$ cat config.mk
export PLATFORM = sky130hd
export DESIGN_NAME = tm_program_driver
export DESIGN_NICKNAME = d
export VERILOG_FILES = /design/src/rtl/tm_driver_pkg.sv /design/src/rtl/tm_phase_timer.sv /design/src/rtl/tm_program_driver.sv
export SDC_FILE = /design/constraint.sdc
export NUM_CORES = 1
export LEC_CHECK = 0
export CAP_MARGIN = 40
export CORE_MARGIN = 2
export CORE_UTILIZATION = 59
export DETAILED_ROUTE_END_ITERATION = 16
export DONT_BUFFER_PORTS = 1
export HOLD_SLACK_MARGIN = 0.06
export PLACE_DENSITY = 0.77
export SLEW_MARGIN = 20
export SYNTH_ARGS = -nofsm -noshare
export SYNTH_HDL_FRONTEND = slang
export SYNTH_SLANG_ARGS = --single-unit
$ cat constraint.sdc
create_clock -name clock -period 2.9 [get_ports clock]
set_input_delay 0.58 -clock clock [delete_from_list [all_inputs] [get_ports clock]]
set_output_delay 0.58 -clock clock [all_outputs]
set_load 0.05 [all_outputs]
$ cat src/rtl/tm_driver_pkg.sv
// Shared state encoding and default timing for the Turing-machine program driver.
package tm_driver_pkg;

   typedef enum logic [3:0] {
      ST_IDLE,
      ST_LOAD_WAIT,
      ST_LOAD_HI,
      ST_LOAD_LO,
      ST_DONE_PULSE,
      ST_GAP,
      ST_RUN_HI,
      ST_RUN_LO,
      ST_FINISHED,
      ST_TIMEOUT
   } state_t;

   localparam int HI_CYC_DEF    = 2;
   localparam int LO_CYC_DEF    = 4;
   localparam int MAX_STEPS_DEF = 1000;

endpackage

$ cat src/rtl/tm_phase_timer.sv
// Loadable down-counter; expire pulses for one cycle on the last cycle of a loaded phase.
module tm_phase_timer #(
   parameter int TW = 3
) (
   input  logic          clock,
   input  logic          reset_n,
   input  logic          load,
   input  logic [TW-1:0] load_val,
   output logic          expire
);

   logic [TW-1:0] cnt;

   always_ff @(posedge clock or negedge reset_n) begin
      if (!reset_n) begin
         cnt <= '0;
      end else if (load) begin
         cnt <= load_val;
      end else if (cnt != '0) begin
         cnt <= cnt - 1'b1;
      end
   end

   assign expire = (cnt == TW'(1));

endmodule

$ cat src/rtl/tm_program_driver.sv
// Feeds program words to the Turing-machine core as timed Next pulses, then steps it until done.
//
// state          | meaning
// ---------------+-------------------------------------------------------------
// ST_IDLE        | waiting for start after reset
// ST_LOAD_WAIT   | prog_ready high, waiting for a program word
// ST_LOAD_HI     | next high HI_CYC cycles carrying the accepted word
// ST_LOAD_LO     | next low LO_CYC cycles; then next word or done pulse
// ST_DONE_PULSE  | done high for one cycle
// ST_GAP         | LO_CYC quiet cycles before the first run step
// ST_RUN_HI      | run-phase next high HI_CYC cycles; step_count bumps on exit
// ST_RUN_LO      | run-phase next low LO_CYC cycles
// ST_FINISHED    | core reported compute_done; holds until start
// ST_TIMEOUT     | MAX_STEPS issued without compute_done; holds until start
module tm_program_driver
   import tm_driver_pkg::*;
#(
   parameter int DW        = 4,
   parameter int HI_CYC    = HI_CYC_DEF,
   parameter int LO_CYC    = LO_CYC_DEF,
   parameter int MAX_STEPS = MAX_STEPS_DEF,
   parameter int SW        = $clog2(MAX_STEPS + 1)
) (
   input  logic          clock,
   input  logic          reset_n,
   input  logic          start,
   input  logic [DW-1:0] prog_word,
   input  logic          prog_valid,
   input  logic          prog_last,
   output logic          prog_ready,
   input  logic          compute_done,
   output logic [DW-1:0] input_data,
   output logic          next,
   output logic          done,
   output logic          busy,
   output logic          finished,
   output logic          timeout,
   output logic [SW-1:0] step_count
);

   localparam int            TW       = $clog2(((HI_CYC > LO_CYC) ? HI_CYC : LO_CYC) + 1);
   localparam logic [TW-1:0] HI_LD    = TW'(HI_CYC);
   localparam logic [TW-1:0] LO_LD    = TW'(LO_CYC);
   localparam logic [SW-1:0] STEP_MAX = SW'(MAX_STEPS);

   state_t        state;
   logic          last_q;
   logic          expire;
   logic          tmr_load;
   logic [TW-1:0] tmr_val;
   logic [SW-1:0] step_inc;

   assign prog_ready = (state == ST_LOAD_WAIT);
   assign step_inc   = (step_count == STEP_MAX) ? step_count : step_count + 1'b1;

   always_comb begin
      tmr_load = 1'b0;
      tmr_val  = LO_LD;
      case (state)
         ST_LOAD_WAIT: begin
            tmr_load = prog_valid;
            tmr_val  = HI_LD;
         end
         ST_LOAD_HI, ST_RUN_HI: tmr_load = expire;
         ST_DONE_PULSE:         tmr_load = 1'b1;
         ST_GAP, ST_RUN_LO: begin
            tmr_load = expire;
            tmr_val  = HI_LD;
         end
         default: ;
      endcase
   end

   tm_phase_timer #(.TW(TW)) u_timer (
      .clock    (clock),
      .reset_n  (reset_n),
      .load     (tmr_load),
      .load_val (tmr_val),
      .expire   (expire)
   );

   always_ff @(posedge clock or negedge reset_n) begin
      if (!reset_n) begin
         state      <= ST_IDLE;
         input_data <= '0;
         last_q     <= 1'b0;
         next       <= 1'b0;
         done       <= 1'b0;
         busy       <= 1'b0;
         finished   <= 1'b0;
         timeout    <= 1'b0;
         step_count <= '0;
      end else begin
         case (state)
            ST_IDLE: begin
               if (start) begin
                  busy  <= 1'b1;
                  state <= ST_LOAD_WAIT;
               end
            end
            ST_LOAD_WAIT: begin
               if (prog_valid) begin
                  input_data <= prog_word;
                  last_q     <= prog_last;
                  next       <= 1'b1;
                  state      <= ST_LOAD_HI;
               end
            end
            ST_LOAD_HI: begin
               if (expire) begin
                  next  <= 1'b0;
                  state <= ST_LOAD_LO;
               end
            end
            ST_LOAD_LO: begin
               if (expire) begin
                  if (last_q) begin
                     done  <= 1'b1;
                     state <= ST_DONE_PULSE;
                  end else begin
                     state <= ST_LOAD_WAIT;
                  end
               end
            end
            ST_DONE_PULSE: begin
               done  <= 1'b0;
               state <= ST_GAP;
            end
            ST_GAP, ST_RUN_LO: begin
               if (compute_done) begin
                  finished <= 1'b1;
                  busy     <= 1'b0;
                  state    <= ST_FINISHED;
               end else if (expire) begin
                  next  <= 1'b1;
                  state <= ST_RUN_HI;
               end
            end
            ST_RUN_HI: begin
               // The step still counts when compute_done lands on the exit cycle.
               if (expire) begin
                  step_count <= step_inc;
               end
               if (compute_done) begin
                  next     <= 1'b0;
                  finished <= 1'b1;
                  busy     <= 1'b0;
                  state    <= ST_FINISHED;
               end else if (expire) begin
                  next <= 1'b0;
                  if (step_inc == STEP_MAX) begin
                     timeout <= 1'b1;
                     busy    <= 1'b0;
                     state   <= ST_TIMEOUT;
                  end else begin
                     state <= ST_RUN_LO;
                  end
               end
            end
            ST_FINISHED, ST_TIMEOUT: begin
               if (start) begin
                  finished   <= 1'b0;
                  timeout    <= 1'b0;
                  step_count <= '0;
                  busy       <= 1'b1;
                  state      <= ST_LOAD_WAIT;
               end
            end
            default: state <= ST_IDLE;
         endcase
      end
   end

endmodule

==> out/metrics.yaml <==
wirelength_um: 4030
ys_seq_area_share_pct: 37.6
reg2reg_slack_ps: 590
cts_tree: "done"
synthAdderAreaFrac_pct: 3.48
yosys-top-cells-area: "dfrtp_1 (38%), o21ai_0 (7.2%), nor2_1 (4.0%)"
cap_viol_max_count: 0
muxShareOfSynthArea_pct: 5.35
grt_pass1_wl_um: 6670
arrival_ps: 2540
synth_xor_area_share_pct: 1.46
max_freq_mhz: 432
diodes: 0
yosys.area_share.simple_pct: 24.3
maxSlewViolCount: 0
start_util_pct: 60.4
yosys_warnings: 0
critical_path_required_ps: 3120
area_delta_synth_final_pct: 6.26
drtPass1Iterations: 5
hold_buffers: 2
criticalPathCategory: "flop to flop"
grt_start_max_net_pins: 28
p_int_w: 0.00109
pwr-share-clk_pct: 6.8
drt_iter0_markers: 84
p_sw_share_pct: 55.8
peakVddDrop_v: 0.000764
p_sw_w: 0.00137
synth.net_count: 229
synthDistinctLibCells: 47
dieArea_sq_um: 3510
cts_setup_buffers: 0
relSlewSlack_pct: 57.7
outcome: "complete, no violations"
port-buffer-count: 0
grt_antenna_before_repair: 0
numCtsBuffers: 3
vias: 1591
fin_setup_tns_ps: 0
worstSkewPairLatency_ps: 330
syn_area_sq_um: 1800
startpoint_type: "flop"
syn_area_per_cell_sq_um: 8.41
combPwrFrac_pct: 51.8
clkSinkCount: 27
synth_largest_area_cell: "dfrtp_1"
grt_pass1_vias: 1446
hpwlAfterDp_um: 2870
core_area_sq_um: 2980
worst_pin_slew_ps: 634
seqPwrFrac_pct: 41.4
drc: 0
syn_inst: 214
overflow: 0
gp_congestion: 1.04
die_y_um: 59.2
clkTransAtPathRegs_ps: 150
cts_buffer_depth: 2
power.density_nw_per_um2: 1290
ios: 30
end_kind: "flop"
ys_seq_elements: 27
vias_per_cell: 6.42
rows: 20
final_hold_viol_count: 0
cts_root_buf: "clkbuf_4"
cp_max_fo: 8
hold_path_class: "input port to flop"
drive_gt1_share_pct: 13.5
finalCriticalPeriod_ps: 2310
synth_edf_count: 0
fin_util_pct: 64.2
synth_top_area_share_pct: 37.6
avgRoutedWirePerCell_um: 16.2
rsz0062_at_grt: "no"
cts.repair.resized: 0
htreeDepth: 1
ant_nets: 0
finalSetupViolations: 0
fin_skew_ps: 9.03
p_leak_nw: 0.814
grtUsageTotal_pct: 24.7
synth_ff_type: "dfrtp_1"
die_x_um: 59.2
synthArstFlopShare_pct: 100
synth_top_family_by_area: "simple AND/OR/NAND/NOR gates"
synth-compound-area-share_pct: 21.6
fin_crit_sh_pct: 79.8
fin_nets: 231
per-stage QoR:
step,area (sq um),hold slack (ps),setup slack [ps],std cells,power (W)
detailed placement,1860,285,612,242,0.00228
floorplan,1800,284,242,214,0.00199
global placement,1860,285,685,242,0.00222
CTS,1910,348,582,248,0.00246
global route,1910,345,444,248,0.00264
finish,1910,360,586,248,0.00246
kinds of logic (layout without fill, tap and decap cells):
| logic type | count (synthesis) | in the layout |
|---|---|---|
| AND/OR/NAND/NOR | 82 | 82 |
| AO/OA/AOI/OAI | 62 | 62 |
| flip-flops | 27 | 27 |
| buffers and inverters | 26 | 27 |
| multiplexers | 9 | 9 |
| adder cells (fa/ha/maj) | 5 | 5 |
| XOR/XNOR | 3 | 3 |
cells in the mapped netlist, types with 2 or more instances:
library cell,count
a21oi_1,9
a22oi_1,2
a31oi_1,4
a32oi_1,2
and3_1,6
buf_2,7
buf_4,2
clkbuf_1,8
dfrtp_1,27
ha_1,5
inv_1,9
mux2_2,5
mux2i_1,4
nand2_1,17
nand2b_1,3
nand3_1,10
nand3b_1,2
nand4_1,7
nor2_1,19
nor2b_1,6
nor3_1,2
o21a_1,2
o21ai_0,26
o21ai_1,2
o21bai_1,3
o31ai_1,2
or2_2,2
xor2_1,2
state kept, by name, summed over array words and instances, names as in the netlist:
signal,cells
busy,1
timeout,1
u_timer.cnt,3
next,1
state,4
step_count,10
finished,1
last_q,1
done,1
input_data,4
worst max-delay path, stage by stage, from the launching register on:
cell      delay, ps
dfrtp_1         480
inv_1           110
ha_1            170
nand3_1          70
or4_4           520
mux2i_1         140
nor3b_1         330
and4_4          300
o211ai_2         90
cell type report:
type | count | area, sq um
tap | 33 | 41.3
clock buffer | 4 | 26.3
inverter | 9 | 33.8
timing repair buffer | 14 | 120
multi-input combinational | 161 | 1010
fill | 243 | 1070
sequential | 27 | 676
worst paths after layout:
path,startpoint,to,cells past startpoint
setup / recovery,step_count[1],state[1],8
hold / removal,start,timeout,1
setup reg to reg,step_count[1],state[1],8
hold reg to reg,u_timer.cnt[0],u_timer.cnt[0],2
max in group asynchronous,reset_n,done,2
min in group asynchronous,reset_n,step_count[6],2
power by group through the flow:
stage | Sequential [W] | Combinational (W) | Clock (W)
5_1_grt | 0.00105 | 0.00141 | 0.000181
3_3_place_gp | 0.00100 | 0.00121 | 0
4_1_cts | 0.00101 | 0.00128 | 0.000173
2_1_floorplan | 0.00113 | 0.000860 | 0
6_report | 0.00102 | 0.00128 | 0.000168
3_5_place_dp | 0.00102 | 0.00126 | 0
routing by layer:
metal  track usage, %  routed length [um]
met4             10.7                  71
met1             33.2                1780
met5                0                   0
met2             39.2                1960
met3             4.15                 214
cells in the final DEF (no fill, tap or decap), types with 2 or more instances in the layout:
cell | Yosys | layout
o31ai_1 | 2 | 2
mux2i_1 | 4 | 4
clkbuf_4 | 0 | 3
dfrtp_1 | 27 | 27
nor2_1 | 19 | 19
o21ai_1 | 2 | 2
nand4_1 | 7 | 7
a32oi_1 | 2 | 2
nor2b_1 | 6 | 6
nand3_1 | 10 | 10
o21ai_0 | 26 | 26
a22oi_1 | 2 | 2
mux2_2 | 5 | 5
ha_1 | 5 | 5
inv_1 | 9 | 9
nand3b_1 | 2 | 2
nand2b_1 | 3 | 3
a21oi_1 | 9 | 9
xor2_1 | 2 | 2
or2_2 | 2 | 2
o21a_1 | 2 | 2
nand2_1 | 17 | 17
and3_1 | 6 | 6
o21bai_1 | 3 | 3
buf_4 | 2 | 12
a31oi_1 | 4 | 4
(Power assumes the default switching activity.)
